===== config.mk =====
export PLATFORM = sky130hd
export DESIGN_NAME = cwe_counter
export DESIGN_NICKNAME = d
export VERILOG_FILES = /design/src/rtl/cwe_counter.sv
export SDC_FILE = /design/constraint.sdc
export NUM_CORES = 1
export LEC_CHECK = 0
export ABC_AREA = 1
export BUFFER_PORTS_ARGS = -buffer_cell sky130_fd_sc_hd__buf_2
export CAP_MARGIN = 20
export CORE_AREA = 2 2 39 41
export DETAILED_ROUTE_END_ITERATION = 12
export DIE_AREA = 0 0 41 43
export SETUP_SLACK_MARGIN = 0.05
export SLEW_MARGIN = 20
export SYNTH_ARGS = -nofsm -noshare
export SYNTH_HDL_FRONTEND = slang
export SYNTH_SLANG_ARGS = --single-unit

===== constraint.sdc =====
create_clock -name clk -period 1.28 [get_ports clk]
set_input_delay 0.128 -clock clk [delete_from_list [all_inputs] [get_ports clk]]
set_output_delay 0.128 -clock clk [all_outputs]
set_load 0.005 [all_outputs]

===== src/rtl/cwe_counter.sv =====
// cwe_counter: enable-gated up-counter that wraps modulo 2^WIDTH and flags the all-ones terminal count
module cwe_counter #(
   parameter int WIDTH = 4
) (
   input  logic             clk,
   input  logic             reset,
   input  logic             enable,
   output logic [WIDTH-1:0] count,
   output logic             tc
);
   always_ff @(posedge clk)
      if (reset) count <= '0;
      else if (enable) count <= count + 1'b1;
   assign tc = &count;
endmodule


# After elaboration in Yosys (flattened, before gate mapping)
# Cells that the tools add are included.
classes:
  n_reduce_logical: 1
  n_addsub: 1
ops:
  columns: ["cell", "count"]
  rows:
  - ["adder 4 x 1 -> 4 bit, second input constant", 1]
  - ["AND reduction 4 bit", 1]
word_totals:
  elab_cells: 3
  out_inout_bits: 5
  inputBits: 3
  reg_bits: 4

# Depth between registers and ports, before layout
depth:
  ltp_word: 1
  mapped_depth: 5
  mapped_depth_nobuf: 5

# Worst setup path after synthesis
# No wires, ideal clock.
synth_timing:
  path_kind: "register to output"
  start: "register count[0]"
  end: "output port tc"
  slack_ns: 0.422
  n_path_buf: 0
  required_time_ns: 1.152
  path_stages_with_launch: 3
  t_arrival_ns: 0.730
  path_cell_list: "dfxtp_1 -> ha_1 -> and3_1"
synth_via:
  elab_chain_len: 1
synth_rtl:
  columns: ["item", "line_no", "rtl"]
  rows:
  - ["start, declared", "8", "output logic [WIDTH-1:0] count,"]
  - ["start signal, assigned", "13", "else if (enable) count <= count + 1'b1;"]
  - ["AND reduction 4 bit", "14", "assign tc = &count;"]
  - ["end, declared", "9", "output logic tc"]
# No other way between the ends.

# Final worst setup path
# Same ends and word-level chain as after synthesis.

==> metrics <==
final slew viol count 0; Min-Delay Endpoint count[1]; Fmax 0.844 GHz; synthesized flop and latch total 4; most frequent cells in the layout 7 x buf_2, 5 x nor2_1, 5 x nand2_1; die width 41 um; Worst-path clk slew 0.04 ns; Slew @ Worst Pin 0.137 ns; Register Area 82.6 sq um; clk root buf clkbuf_4; Clk Latency, worst-skew pair 0.23 ns; reg-to-reg startpoint count[0]; IO Port Bufs 7; GP Congestion 0.792; Simple-Gate Fraction of Synth Area 0.348; status finished, final reports clean; cells on worst reg2reg path 3; Design Area, Final 259 sq um; hold buffers post-CTS 0; grt total ovfl 0; commonest non-fill, non-tap cell in the layout buf_2; Mean Syn Cell Area 7.35 sq um; drt first pass iters 1; register area share after synthesis 0.454; DR vias 181; drt drc 0; HP Class in -> reg; compound-cell area share of the yosys netlist 0.0851; Starting Density 0.127; core area 1380 sq um; initial antenna violation count 0; syn_nets 28; FP Rows 14; CTS max path bufs 2; clock sink count 4; final worst slack 0.0949 ns; CP Data Required Time 1.15 ns; fraction of layout cells with a size suffix above 1 0.441; clk_skew 0.000913 ns; # diodes 0; Layout fillers 167; Max-slew headroom 0.908; final setup fails 0; post-synthesis cell count 24; total power after layout 0.331 mW; Cell Pwr Density 1280 nW/um^2; Detail Placement HPWL 306 um; reg2reg setup slack 0.41 ns; DP Area 231 sq um; TNS Setup 0 ns; startpoint types flop; maximum net fanout on the critical path 4; area share of fa/ha/maj cells after synthesis 0.0709; MaxCap Viol Count 0; Routed Antenna Nets 0; Die Y 43 um; dpl ws 0.283 ns; crit path DAT 1.06 ns; Leak Pwr 0.129 nW; Fin. Hold Viols 0; die area 1760 sq um; vias in the first global route 172; Tcrit/Tclk final 0.926; min Tclk post-route 1.19 ns; area of the multi-input gates 91.3 sq um; GRT Overall Usage 0.0572; Max H-tree Level 1; first-pass GRT wire length 648 um; xor/xnor share of the synthesized area 0; largest net degree at the start of global routing 7; CTS tree built; Syn-to-layout area delta 46.8%; Netlist Area Pre-Place 176 sq um; Final #Nets 40; Post-CTS Setup Inserts 0; initial detailed-routing violation count 0; RSZ-0062 raised after global routing false; most flop-heavy register count; main combinational cell family by area after synthesis simple AND/OR/NAND/NOR gates; CTS Buf Count 3; Yosys Warn Count 0; Unique masters post-synth 11; routed len/inst 8.52 um; Largest register FFs 4; Worst Setup End Kind primary output; hold depth 2; Largest regs count: 4 flops; Ports 8; post-synthesis mux area share 0; RR Endpoint count[1]; Total Wirelength 426 um; post-CTS sizing 2; Hold Startpoint enable; crit path kind reg -> out; maximum VDD drop 0.349 mV; average vias per placed instance 3.62
## worst max-delay path by stage
stage | from | to | slack (ns)
after global placement | count[0] | tc | 0.31
after global routing | count[0] | tc | 0.06
final | count[0] | tc | 0.09
after CTS | count[1] | tc | 0.06
after detailed placement | count[0] | tc | 0.28
after floorplan | count[0] | tc | 0.42
## per-stage QoR
stage,utilization,instances,hold slack (ns)
6_report,0.187,50,0.145
5_1_grt,0.187,50,0.174
4_1_cts,0.186,50,0.149
3_5_place_dp,0.167,47,0.399
3_3_place_gp,0.167,47,0.392
2_1_floorplan,-,24,0.217
## kinds of logic (layout without fill, tap and decap cells)
kind of cell    Yosys count  after routing
flops                     4              4
simple gates             14             14
buf+inv                   2             12
compound gates            3              3
fa+ha+maj                 1              1
## synth_stat cells, drive strengths merged
library cell	instances	area (sq um)
a21oi	2	10.0
and3	1	6.26
dfxtp	4	80.1
ha	1	12.5
inv	2	7.51
nand2	6	25.0
nand3	1	5.00
nor2	6	25.0
o21ai	1	5.00
## where the power goes
group	switching (mW)	internal [mW]	leakage [nW]
registers	0.00762	0.133	0.0333
clock network	0.0550	0.105	0.0138
logic	0.0160	0.0144	0.0820
total	0.0787	0.252	0.129
## layout make-up
cell class	instances	share of cell area
inverters	2	0.0290
clock buffers	3	0.0870
flip-flops and latches	4	0.319
repair buffers	7	0.135
well taps	16	0.0773
multi-input cells	18	0.353
## critical path, cell delays in order (launching register included)
cell,delay [ns]
dfxtp_2,0.33
ha_2,0.20
and3_1,0.17
buf_2,0.12
## metal layers
layer / up-vias / routed length, um / GRT usage
met5: - / 0 / 0
met4: 0 / 0 / 0.0400
met3: 0 / 44 / 0.0314
met2: 6 / 175 / 0.0688
met1: 77 / 206 / 0.0740
li1: 98 / - / -
No activity file was read; power rests on OpenSTA's default activity.
